===== src/rtl/tcp_tx_ctrl.sv =====
// tcp_tx_ctrl: sequences one flow at a time. It takes a flow from the
// scheduler, reads the flow state, then runs the calc and sched steps.
// Finally it completes the packet, next-state write and scheduler update
// hand-offs.
//
// Ports:
//   clk, rst                  clock and asynchronous active-low reset
//   sched_tx_req_val / tx_sched_req_rdy      scheduler request handshake
//   ctrl_datap_store_*        single-cycle load strobes to the datapath
//   state_rd_req_val / _rdy   state memory read request
//   datap_ctrl_produce_pkt    datapath says a packet is needed
//   tx_pkt_val / _rdy         packet descriptor hand-off
//   next_tx_state_wr_req_val / _rdy          next-tx-state write
//   tx_sched_update_val / sched_tx_update_rdy  scheduler update
//   stat_pkt_cnt, stat_empty_cnt  only when TCP_TX_CTRL_STATS_EN is defined
//
// Parameter RD_LATENCY (1..15): cycles from an accepted read to valid data.
module tcp_tx_ctrl #(
    parameter int RD_LATENCY = 1
) (
    input  logic        clk,
    input  logic        rst,
    input  logic        sched_tx_req_val,
    output logic        tx_sched_req_rdy,
    output logic        ctrl_datap_store_flowid,
    output logic        ctrl_datap_store_state,
    output logic        ctrl_datap_store_calc,
    output logic        ctrl_datap_store_tuple,
    output logic        ctrl_datap_store_sched,
    output logic        state_rd_req_val,
    input  logic        state_rd_req_rdy,
    input  logic        datap_ctrl_produce_pkt,
    output logic        tx_pkt_val,
    input  logic        tx_pkt_rdy,
    output logic        next_tx_state_wr_req_val,
    input  logic        next_tx_state_wr_req_rdy,
    output logic        tx_sched_update_val,
`ifdef TCP_TX_CTRL_STATS_EN
    output logic [31:0] stat_pkt_cnt,
    output logic [31:0] stat_empty_cnt,
`endif
    input  logic        sched_tx_update_rdy
);

    localparam logic [2:0] S_IDLE    = 3'd0;
    localparam logic [2:0] S_RD_REQ  = 3'd1;
    localparam logic [2:0] S_RD_WAIT = 3'd2;
    localparam logic [2:0] S_CALC    = 3'd3;
    localparam logic [2:0] S_SCHED   = 3'd4;
    localparam logic [2:0] S_OUT     = 3'd5;

    logic [2:0] state_q, state_d;
    logic [3:0] cnt_q, cnt_d;
    logic       need_q, need_d;
    logic       first_q, first_d;   // marks the first OUT cycle
    logic       pkt_done_q, pkt_done_d;
    logic       wr_done_q, wr_done_d;
    logic       upd_done_q, upd_done_d;
    logic       need_eff;

    // produce_pkt is only meaningful in the first OUT cycle, so it is used
    // directly there and from the captured copy afterwards.
    assign need_eff = first_q ? datap_ctrl_produce_pkt : need_q;

    always_comb begin
        state_d                  = state_q;
        cnt_d                    = cnt_q;
        need_d                   = need_q;
        first_d                  = first_q;
        pkt_done_d               = pkt_done_q;
        wr_done_d                = wr_done_q;
        upd_done_d               = upd_done_q;
        tx_sched_req_rdy         = 1'b0;
        ctrl_datap_store_flowid  = 1'b0;
        ctrl_datap_store_state   = 1'b0;
        ctrl_datap_store_calc    = 1'b0;
        ctrl_datap_store_tuple   = 1'b0;
        ctrl_datap_store_sched   = 1'b0;
        state_rd_req_val         = 1'b0;
        tx_pkt_val               = 1'b0;
        next_tx_state_wr_req_val = 1'b0;
        tx_sched_update_val      = 1'b0;
        case (state_q)
            S_IDLE: begin
                tx_sched_req_rdy = 1'b1;
                // rdy shows 1 during reset, but nothing may be accepted then.
                if (sched_tx_req_val && rst) begin
                    ctrl_datap_store_flowid = 1'b1;
                    state_d                 = S_RD_REQ;
                end
            end
            S_RD_REQ: begin
                state_rd_req_val = 1'b1;
                if (state_rd_req_rdy) begin
                    cnt_d   = 4'(RD_LATENCY - 1);
                    state_d = S_RD_WAIT;
                end
            end
            S_RD_WAIT: begin
                if (cnt_q == 4'd0) begin
                    ctrl_datap_store_state = 1'b1;
                    ctrl_datap_store_tuple = 1'b1;
                    state_d                = S_CALC;
                end else begin
                    cnt_d = cnt_q - 4'd1;
                end
            end
            S_CALC: begin
                ctrl_datap_store_calc = 1'b1;
                state_d               = S_SCHED;
            end
            S_SCHED: begin
                ctrl_datap_store_sched = 1'b1;
                pkt_done_d             = 1'b0;
                wr_done_d              = 1'b0;
                upd_done_d             = 1'b0;
                first_d                = 1'b1;
                state_d                = S_OUT;
            end
            S_OUT: begin
                first_d                  = 1'b0;
                if (first_q) need_d      = datap_ctrl_produce_pkt;
                tx_pkt_val               = need_eff & ~pkt_done_q;
                next_tx_state_wr_req_val = ~wr_done_q;
                tx_sched_update_val      = ~upd_done_q;
                pkt_done_d = pkt_done_q | ~need_eff | (tx_pkt_val & tx_pkt_rdy);
                wr_done_d  = wr_done_q | next_tx_state_wr_req_rdy;
                upd_done_d = upd_done_q | sched_tx_update_rdy;
                // Leave as soon as the last handshake lands, so IDLE is
                // the very next cycle.
                if (pkt_done_d && wr_done_d && upd_done_d) state_d = S_IDLE;
            end
            default: state_d = S_IDLE;
        endcase
    end

    always_ff @(posedge clk or negedge rst) begin
        if (!rst) begin
            state_q    <= S_IDLE;
            cnt_q      <= 4'd0;
            need_q     <= 1'b0;
            first_q    <= 1'b0;
            pkt_done_q <= 1'b0;
            wr_done_q  <= 1'b0;
            upd_done_q <= 1'b0;
        end else begin
            state_q    <= state_d;
            cnt_q      <= cnt_d;
            need_q     <= need_d;
            first_q    <= first_d;
            pkt_done_q <= pkt_done_d;
            wr_done_q  <= wr_done_d;
            upd_done_q <= upd_done_d;
        end
    end

`ifdef TCP_TX_CTRL_STATS_EN
    logic [31:0] pkt_cnt_q, empty_cnt_q;

    always_ff @(posedge clk or negedge rst) begin
        if (!rst) begin
            pkt_cnt_q   <= 32'd0;
            empty_cnt_q <= 32'd0;
        end else begin
            if (tx_pkt_val && tx_pkt_rdy) pkt_cnt_q <= pkt_cnt_q + 32'd1;
            if (state_q == S_OUT && first_q && !datap_ctrl_produce_pkt)
                empty_cnt_q <= empty_cnt_q + 32'd1;
        end
    end

    assign stat_pkt_cnt   = pkt_cnt_q;
    assign stat_empty_cnt = empty_cnt_q;
`endif

endmodule


===== config.mk =====
export PLATFORM = sky130hd
export DESIGN_NAME = tcp_tx_ctrl
export DESIGN_NICKNAME = d
export VERILOG_FILES = /design/src/rtl/tcp_tx_ctrl.sv
export SDC_FILE = /design/constraint.sdc
export NUM_CORES = 1
export LEC_CHECK = 0
export ABC_AREA = 1
export CORE_AREA = 2 2 44 46
export CTS_BUF_LIST = sky130_fd_sc_hd__clkbuf_8
export DETAILED_ROUTE_END_ITERATION = 10
export DIE_AREA = 0 0 46 48
export HOLD_SLACK_MARGIN = 0.02
export PLACE_DENSITY = 0.72
export SLEW_MARGIN = 30
export SYNTH_ARGS = -nofsm -noshare
export SYNTH_HDL_FRONTEND = slang
export SYNTH_SLANG_ARGS = --single-unit

===== constraint.sdc =====
create_clock -name clk -period 2.5 [get_ports clk]
set_input_delay 0.5 -clock clk [delete_from_list [all_inputs] [get_ports clk]]
set_output_delay 0.5 -clock clk [all_outputs]
set_load 0.02 [all_outputs]

==> metrics.md <==
| Metric | Value |
|---|---|
| Nets | around 120 |
| Core area | 0.001689 sq mm |
| WP data arrival | 1.88 ns |
| CP Launch Type | register |
| CTS max path bufs | 2 |
| Layout cells sized above 1 | 20.54% |
| Fmax | between 400 and 500 MHz |
| # setup viols final | 0 |
| Post-CTS Setup Bufs | 0 |
| Full die area | 0.002208 sq mm |
| Total global-route track usage | 14.42% |
| Row Count | 15 |
| Mapped Area | 755.7 sq um |
| Final period util | 95.14% |
| Number of routed nets with antenna violations | 0 |
| Detailed Place HPWL | 1.062 mm |
| Global-route wire length before repair | 2.242 mm |
| Synth Area in Compound Gates | under 10% |
| Fin crit period | 2.379 ns |
| Synth top area cells | dfrtp_1 40%, nand2_1 12%, nor2_1 7.0%, nand2_4 4.5%, inv_1 3.5% |
| Vias in the first global route | approximately 570 |
| Final slew viol count | 0 |
| Via-per-instance ratio | 4.853 |
| RSZ-0062 raised after global routing | no |
| DR vias | 626 |
| WL final | 1.335 mm |
| Post-synthesis xor/xnor area fraction | 2.318% |
| Root buf cell | clkbuf_8 |
| Netlist cell types | 24 |
| CP max stage cell | clkdlybuf4s50_1 |
| Max-slew headroom | roughly 77% |
| Seq/Total Area, Yosys | just under 40% |
| PortBufs | 17 |
| Mapped Nets | 101 |
| Total CTS buffers | 3 |
| Fill cell count | 159 |
| CTS tree | built |
| Worst EP required | 2.00 ns |
| Ant. Diodes | 0 |
| Multi-input logic area | 386.6 sq um |
| Worst skew pair latency | 0.24 ns |
| CTS Hold Bufs | 0 |
| FF+latch area | 300.3 sq um |
| Placed Instances | 125 |
| Final hold violation count | 0 |
| Leak Pwr | 0.4905 nW |
| # clock sinks | 12 |
| Outcome | finished, final reports clean |
| Adder-Cell Fraction of Synth Area | 1.656% |
| #FFs+latches synth | 12 |
| Pre-CTS WS | 0.1357 ns |
| CP Class | reg2out |
| Worst-Margin Slew | 0.3378 ns |
| Resized cells post-CTS | 0 |
| Worst path cell trace | inv_1 > ha_1 > nand2_1 > nor2_4 > clkdlybuf4s50_1 |
| Crit. End Element | output pin |
| IO Count | 18 |
| Power Density | 1332 mW/mm^2 |
| Layout area overhead | 31.13% |
| Finished Layout Cells | around 130 |
| Final worst slack | about 0.12 ns |
| Post-synthesis simple-gate area fraction | around 39% |
| Max-Cap Viols | 0 |
| Power Total | 1.320 mW |
| Initial DRC count | 6 |
| Die height | 48 microns |
| Critical Path Max Stage Delay | roughly 0.64 ns |
| Final setup TNS | 0 ns |
| Mean Syn Cell Area | 8.214 sq um |
| Largest area contributor in the netlist | dfrtp_1 |
| Drt drc | 0 |
| Top cell type's share of synthesized area | 39.74% |
| HP Class | reg2reg |
| GP Congestion | 0.7362 |
| CTS H-tree lvls | 1 |
| DR WL/cell | 10.35 microns |
| Reg clk slew, reported paths | 0.06 ns |
| Peak VDD IR | 589.4 uV |
| Yosys warning total | 0 |
| Remaining global-route overflow | 0 |
| Post-synthesis mux area share | 0% |
| Initial antenna violation count | 0 |
| Starting Density | between 40% and 50% |
| Pin count of the biggest net entering global routing | 14 |
| Largest family of logic cells by synthesized area | simple AND/OR/NAND/NOR gates |
| Cells after Synth | 92 |
| Util after Layout | about three fifths |
| Crit-path max FO | 4 |
| 1st-pass router iterations | 4 |
| Clock Skew | 0.001348 ns |
| Die Wd | 46 microns |
-- final cells by class --
cell class / instances / area share, %
timing repair buffer: 18 / 17.93
inverter: 12 / 5.051
tap: 17 / 2.146
multi-input combinational: 66 / 39.02
sequential: 12 / 30.30
clock buffer: 4 / 5.556
-- routing by layer --
metal / wire length (microns) / GRT usage [%] / up-vias
li1: - / - / 324
met5: 0 / 0 / -
met4: 14 / 6.857 / 0
met1: 618 / 16.97 / 286
met2: 649 / 24.72 / 14
met3: 53 / 3.396 / 2
-- cells by family after synthesis --
kind of cell,count (synthesis)
compound gates,10
simple gates,53
fa+ha+maj,1
buf+inv,14
xor+xnor,2
flops,12
-- through the flow --
| step | area [sq um] | hold slack [ns] |
|---|---|---|
| after detailed placement | 935.9 | 0.5158 |
| after CTS | 991.0 | 0.5278 |
| after floorplan | 755.7 | 0.2044 |
| final | 991.0 | 0.5217 |
| after global routing | 991.0 | 0.5481 |
| after global placement | 935.9 | 0.4964 |
-- registers in the layout, indices dropped and copies added, names as in the netlist --
register	flops
cnt_q	4
first_q	1
need_q	1
pkt_done_q	1
state_q	3
upd_done_q	1
wr_done_q	1
-- power by group --
group	leakage, nW	switching, mW	internal, mW
sequential	0.155	0.0921	0.282
clock	0.0288	0.0727	0.139
combinational	0.306	0.431	0.304
-- cells in the mapped netlist, drive strengths merged --
cell	count
a21oi	2
a22o	1
buf	2
dfrtp	12
ha	1
inv	12
nand2	27
nand3	5
nand4	1
nor2	19
nor3	1
o21ai	6
o22ai	1
xor2	2
-- final timing paths --
path	start	end	slack, ns	depth (start not counted)
setup / recovery	cnt_q[0]$_DFFE_PN0P_	ctrl_datap_store_tuple	0.12	5
hold / removal	wr_done_q$_DFFE_PN0P_	wr_done_q$_DFFE_PN0P_	0.52	2
setup reg to reg	cnt_q[0]$_DFFE_PN0P_	state_q[0]$_DFFE_PN0P_	1.10	9
hold reg to reg	wr_done_q$_DFFE_PN0P_	wr_done_q$_DFFE_PN0P_	0.52	2
max in group asynchronous	rst	pkt_done_q$_DFFE_PN0P_	1.73	2
min in group asynchronous	rst	state_q[0]$_DFFE_PN0P_	0.60	2
-- critical path: cells and delay by family, from the launching register on --
family	cells	cell delay (ns)
flip-flops	1	0.36
adder cells (fa/ha/maj)	1	0.20
buffers and inverters	2	0.76
AND/OR/NAND/NOR	2	0.33
-- layout by cell type (no fill, tap or decap) --
cell              n
nand2_1          24
clkdlybuf4s50_1  17
nor2_1           14
dfrtp_1          12
inv_1             7
o21ai_0           5
clkbuf_8          4
inv_2             3
nand2_4           3
nand3_1           3
inv_4             2
nor2_4            2
nor2_2            2
xor2_1            2
a21oi_1           2
nor3_1            1
nand3_2           1
nand3_4           1
nand4_2           1
nor2_8            1
o22ai_2           1
a22o_1            1
o21ai_2           1
ha_1              1
buf_4             1
(Power assumes the default switching activity.)
